### src/rtl/sw_debounce_sync_pkg.sv
// Shared constants for the switch synchroniser / debouncer.
// Default debounce window is derived from the system clock rate.
package sw_debounce_sync_pkg;

  localparam int unsigned CLK_HZ = 50_000_000;
  localparam int unsigned DEBOUNCE_MS = 10;
  localparam int unsigned DEBOUNCE_CYCLES_DEF =
    (CLK_HZ / 1000) * DEBOUNCE_MS;

  // Bits needed to hold values 0 .. v-1, never less than 1.
  function automatic int unsigned clog2(input int unsigned v);
    int unsigned r;
    int unsigned x;
    r = 0;
    x = (v > 0) ? v - 1 : 0;
    while (x > 0) begin
      r = r + 1;
      x = x >> 1;
    end
    return (r == 0) ? 1 : r;
  endfunction

endpackage

### src/rtl/sw_debounce_sync_channel.sv
// One switch channel: 2-flop synchroniser, stability counter, level.
// Edge strobes exist only when SW_DEBOUNCE_EDGE_EN is defined.
module sw_debounce_channel
  import sw_debounce_sync_pkg::*;
#(
  parameter int unsigned DEBOUNCE_CYCLES = DEBOUNCE_CYCLES_DEF,
  parameter int unsigned CNT_W = clog2(DEBOUNCE_CYCLES + 1)
) (
  input  logic clk,
  input  logic reset,
  input  logic raw,
  output logic clean,
  output logic rise,
  output logic fall
);

  localparam logic [CNT_W-1:0] LAST = CNT_W'(DEBOUNCE_CYCLES - 1);

  logic             s1;
  logic             s2;
  logic [CNT_W-1:0] cnt;
  logic             accept;

  assign accept = (s2 != clean) && (cnt == LAST);

  always_ff @(posedge clk or negedge reset) begin
    if (!reset) begin
      s1    <= 1'b0;
      s2    <= 1'b0;
      cnt   <= '0;
      clean <= 1'b0;
    end else begin
      s1 <= raw;
      s2 <= s1;
      if (s2 == clean) begin
        cnt <= '0;
      end else if (accept) begin
        clean <= s2;
        cnt   <= '0;
      end else begin
        cnt <= cnt + CNT_W'(1);
      end
    end
  end

`ifdef SW_DEBOUNCE_EDGE_EN
  always_ff @(posedge clk or negedge reset) begin
    if (!reset) begin
      rise <= 1'b0;
      fall <= 1'b0;
    end else begin
      rise <= accept & s2;
      fall <= accept & ~s2;
    end
  end
`else
  assign rise = 1'b0;
  assign fall = 1'b0;
`endif

endmodule

### src/rtl/sw_debounce_sync.sv
// N_SW independent debounced switch channels for the FSM sw inputs.
// Rise/fall strobes are live only with SW_DEBOUNCE_EDGE_EN defined.
module sw_debounce_sync
  import sw_debounce_sync_pkg::*;
#(
  parameter int unsigned N_SW = 2,
  parameter int unsigned DEBOUNCE_CYCLES = DEBOUNCE_CYCLES_DEF
) (
  input  logic            clk,
  input  logic            reset,
  input  logic [N_SW-1:0] sw_raw,
  output logic [N_SW-1:0] sw_clean,
  output logic [N_SW-1:0] sw_rise,
  output logic [N_SW-1:0] sw_fall
);

  localparam int unsigned CNT_W = clog2(DEBOUNCE_CYCLES + 1);

  for (genvar i = 0; i < N_SW; i++) begin : g_ch
    sw_debounce_channel #(
      .DEBOUNCE_CYCLES(DEBOUNCE_CYCLES),
      .CNT_W          (CNT_W)
    ) u_ch (
      .clk  (clk),
      .reset(reset),
      .raw  (sw_raw[i]),
      .clean(sw_clean[i]),
      .rise (sw_rise[i]),
      .fall (sw_fall[i])
    );
  end

endmodule

### config.mk
export PLATFORM = sky130hd
export DESIGN_NAME = sw_debounce_sync
export DESIGN_NICKNAME = d
export VERILOG_FILES = /design/src/rtl/sw_debounce_sync_pkg.sv /design/src/rtl/sw_debounce_sync_channel.sv /design/src/rtl/sw_debounce_sync.sv
export SDC_FILE = /design/constraint.sdc
export NUM_CORES = 1
export LEC_CHECK = 0
export ABC_AREA = 1
export BUFFER_PORTS_ARGS = -buffer_cell sky130_fd_sc_hd__buf_2
export CAP_MARGIN = 10
export CORE_ASPECT_RATIO = 1.75
export CORE_MARGIN = 10
export CORE_UTILIZATION = 40
export CTS_CLUSTER_DIAMETER = 80
export DETAILED_ROUTE_END_ITERATION = 6
export GPL_ROUTABILITY_DRIVEN = 1
export REMOVE_ABC_BUFFERS = 1
export SLEW_MARGIN = 30
export SYNTH_ARGS = -nofsm -noshare
export SYNTH_HDL_FRONTEND = slang
export SYNTH_SLANG_ARGS = --single-unit
### constraint.sdc
create_clock -name clk -period 1.27 [get_ports clk]
set_input_delay 0.0635 -clock clk [delete_from_list [all_inputs] [get_ports clk]]
set_output_delay 0.0635 -clock clk [all_outputs]
set_load 0.01 [all_outputs]
After elaboration in Yosys (flattened, before gate mapping) --
Cells that the tools add are included.
Cells by class: muxes and demuxes 4, equal/unequal tests 6, add/sub/neg operators 2, reductions and logical operators 4, bitwise gates (word level) 2
Operators with widths (count):
- $mux W19 | 4
- $add A19 B1 Y19 const B | 2
- $eq A19 B19 Y1 const B | 2
- $reduce_and A2 Y1 | 2
- $eq A1 B1 Y1 | 2
- $logic_and A1 B1 Y1 | 2
- $ne A1 B1 Y1 | 2
- $not A1 Y1 | 2
Word-level totals: flip-flop bits (word level) 44, output and inout bits 6, logic and storage cells 26

Logic depth before layout (Yosys ltp) --
depth after elaboration 4, depth in mapped cells 9, gate-level depth less buffers 9

Cells and area by module --
Synthesis repeated with hierarchy kept, for this count alone.
Unflattened totals: cell total of the unflattened synthesis 342, area, all modules 2507.4 um2
By module, submodules not included:
- sw_debounce_channel | sequential area each 550.5 um2, cells each 171, area an instance 1253.7 um2, instances 2

Worst setup path before layout --
No wires, ideal clock.
kind reg2reg, start reg g_ch[0].u_ch.cnt[0], end reg g_ch[0].u_ch.cnt[5], path slack -35 ps, data arrival time 1185 ps, cell stages (with the launch flop) 9, library setup time 120 ps, cells stage by stage dfrtp_1 > ha_1 > nand2_1 > nor2_4 > nand2_1 > nor2_2 > nand3_4 > nand2_4 > nor2_1
Between the ends: word-level cells in the longest chain between the ends 4, elaborated cells on any way between the ends 5, those cells by class add/sub: 1; eq/ne: 1; mux: 2; reduce/logical: 1
Ends and longest elaborated chain:
- start, declared | RTL line sw_debounce_sync_channel.sv:21 | logic [CNT_W-1:0] cnt;
- start signal, assigned | RTL line sw_debounce_sync_channel.sv:41 | cnt <= cnt + CNT_W'(1);
- branches (longest 2 deep; another with $add A19 B1 Y19)
- $mux W19 (*) | RTL line sw_debounce_sync_channel.sv:37 | end else if (accept) begin
- $mux W19 (*) | RTL line sw_debounce_sync_channel.sv:35 | if (s2 == clean) begin
Every way passes the cells marked *. A chain may end at the register's enable or synchronous reset.

Worst setup path after layout --
start reg g_ch[0].u_ch.cnt[0], end reg g_ch[0].u_ch.cnt[3]
Same word-level chain as after synthesis.

==> reports/results.ini <==
[status]
status=finished, violations left
violations=setup timing

[worst_setup_path]
startpoint_type=flip-flop
critical_path_buf_inv_count=0
path_class=reg2reg
cp.required_ns=1.47
worstSetupEndpointType=flip-flop
critPathSlowestCell=dfrtp_1
cp_cell_sequence=ha_2 > nand2_2 > nor2_4 > nand2_2 > nor2_4 > nand3_4 > nand2_4 > nor2_1
cp_data_arrival_time_ns=1.59
crit_path_max_incr_delay_ns=0.37
crit_path_max_fanout=7
cp_top_family=simple AND/OR/NAND/NOR gates

[sta]
min_period_over_period_pct=109.8
fmax_ghz=0.7170
setup_slack_ns=-0.1247
finClkSkew_ns=0.009643
finalMaxSlewViolations=0
fin_crit_ns=1.395
hold_violations=0
rsz0062_at_grt=true
setup_viol=29

[global_routing]
grt_pass1_wl_um=10180
grt_max_degree=19
grt_overflow_total=0
gr-usage-all-layers_pct=13.09
grt_pass1_vias=2346
antenna_found_initial=0

[layout]
drive_gt1_share_pct=34.40
fin_util_pct=55.66
nFillCells=582
final_cell_mix=nor2_1, nand2_1, buf_4
fin_cells=453
layout_commonest_cell=nor2_1
area_delta_synth_final_pct=34.70
fin_nets=380
diodes=0

[logic_synthesis]
yosysWarnings=0
yosysTopAreaCell=dfrtp_1
yosys_register_bits=44
synth_cell_types=28
ys_seq_area_share_pct=44.97
syn_avg_cell_area_sq_um=7.848
netlist_area_sq_mm=0.002449
synth_ff_type=dfrtp_1
synthTopCellsByArea=dfrtp_1, nor2_1, nand2_1, nand3_1, inv_1
netlist.area_leader.share_pct=44.97
syn_inst=312
synth_edf_count=0
async_flop_share_pct=100.0

[placement]
place_congestion=0.9241
dp.cells=433
port_buffers=5
place.detailed.hpwl_um=4497

[power_and_ir_drop]
power-per-cell-area_mw_per_mm2=811.4
max-vdd-ir-drop_mv=0.7546
finalPower_mw=2.676
leakage_nw=1.511

[clock_network]
cts_buffers=5
cts-root-buf=clkbuf_8
cts.clk_slew.worst_paths_ns=0.09
clk_path_buf_depth=2
cts_sinks=44
cts_tree=done
clkLatencyLatePin_ns=0.30
htree_num_levels=2

[die]
die_area_sq_mm=0.009774
die_x_um=79.15
num_rows=37
core_area_sq_mm=0.005926
ios=10
dieHeight_um=123.5
start_util_pct=41.32

[detailed_routing]
wl_per_cell_um=13.42
drc_errors=0
vias=2195
drtPass1Iterations=4
first_iter_violations=71
wirelength_um=6080
postRouteAntennaNets=0
vias_per_cell=4.845

[job]
maxCapViolCount=0

[worst_hold_path]
min_path_type=in2async

-- through the flow --
step	hold slack, ns	cell area [sq um]	setup TNS [ns]	setup WS (ns)
6_report	0.2304	3298	-2.454	-0.1247
5_1_grt	0.2744	3298	-5.307	-0.2260
4_1_cts	0.2460	3153	-2.497	-0.1714
3_5_place_dp	0.04070	2863	-3.199	-0.1943
3_3_place_gp	0.03661	2863	-2.423	-0.1351
2_1_floorplan	-0.2321	2397	-0.3582	-0.03675
-- what timing repair did --
action                     4_1_cts  5_1_grt
cloned                           1        0
pin swaps                       23       16
buffers inserted                 5        3
gates resized for setup         29       27
hold buffers                     3        0
hold endpoints to repair        18        0
setup endpoints to repair       31       36
-- metal layers --
metal	GRT usage [%]	wire (um)	part of all wire (%)	up-vias
li1	-	-	-	1092
met1	11.76	2131	35	1048
met2	25.20	3504	58	30
met3	2.326	104	1.7	25
met4	9.347	340	5.6	0
met5	0	0	0	-
-- sequential cells by signal (all words and copies together) (netlist names) --
register and flops:
g_ch.u_ch.cnt 38, g_ch.u_ch.clean 2, g_ch.u_ch.s1 2, g_ch.u_ch.s2 2
-- cell families (layout without fill, tap and decap cells) --
logic type	after synthesis	count (layout)	share of synthesized area, %
AO/OA/AOI/OAI	12	12	2.657
XOR/XNOR	17	17	6.081
adder cells (fa/ha/maj)	2	2	1.022
buffers and inverters	43	102	7.767
flip-flops	44	44	44.97
other	1	4	0.1531
AND/OR/NAND/NOR	193	194	37.35
-- final timing paths --
kind                            depth (start not counted)                  end  slack, ns           startpoint
worst max-delay path                                    8  g_ch[0].u_ch.cnt[3]      -0.12  g_ch[0].u_ch.cnt[0]
worst min-delay path                                    2  g_ch[0].u_ch.cnt[7]       0.23                reset
worst max register to register                          8  g_ch[0].u_ch.cnt[3]      -0.12  g_ch[0].u_ch.cnt[0]
worst min register to register                          0      g_ch[0].u_ch.s2       0.35      g_ch[0].u_ch.s1
max in group asynchronous                               3  g_ch[1].u_ch.cnt[2]       0.51                reset
min in group clk                                        0      g_ch[0].u_ch.s2       0.35      g_ch[0].u_ch.s1
-- synth_stat cells, types with 2 or more instances --
cell and number:
inv_1 31, nand2_1 57, xnor2_1 4, nand4_1 7, a21oi_1 2, o21ai_1 6, nor3b_1 2, nor2_4 7
inv_2 3, nand3_1 30, nand2_2 8, nor3_1 4, ha_1 2, buf_2 2, nor2_1 67, buf_4 7
nor2_2 5, o21ai_0 2, dfrtp_1 44, xor2_1 13, nand3b_1 2
-- power by group --
group / switching [mW] / internal (mW) / leakage (nW) / total [mW]
clock: 0.495 / 0.585 / 0.0552 / 1.08
sequential: 0.0161 / 1.42 / 0.599 / 1.44
combinational: 0.0924 / 0.0667 / 0.857 / 0.159
-- cell type report --
type | instances | area [sq um] | share of cell area, %
sequential | 44 | 1102 | 33.42
tap | 78 | 97.59 | 2.959
multi-input combinational | 229 | 1398 | 42.37
inverter | 34 | 127.6 | 3.869
clock buffer | 6 | 72.57 | 2.200
timing repair buffer | 60 | 465.4 | 14.11
clock inverter | 2 | 35.03 | 1.062
Note: power is estimated with default switching activity, not from simulation.
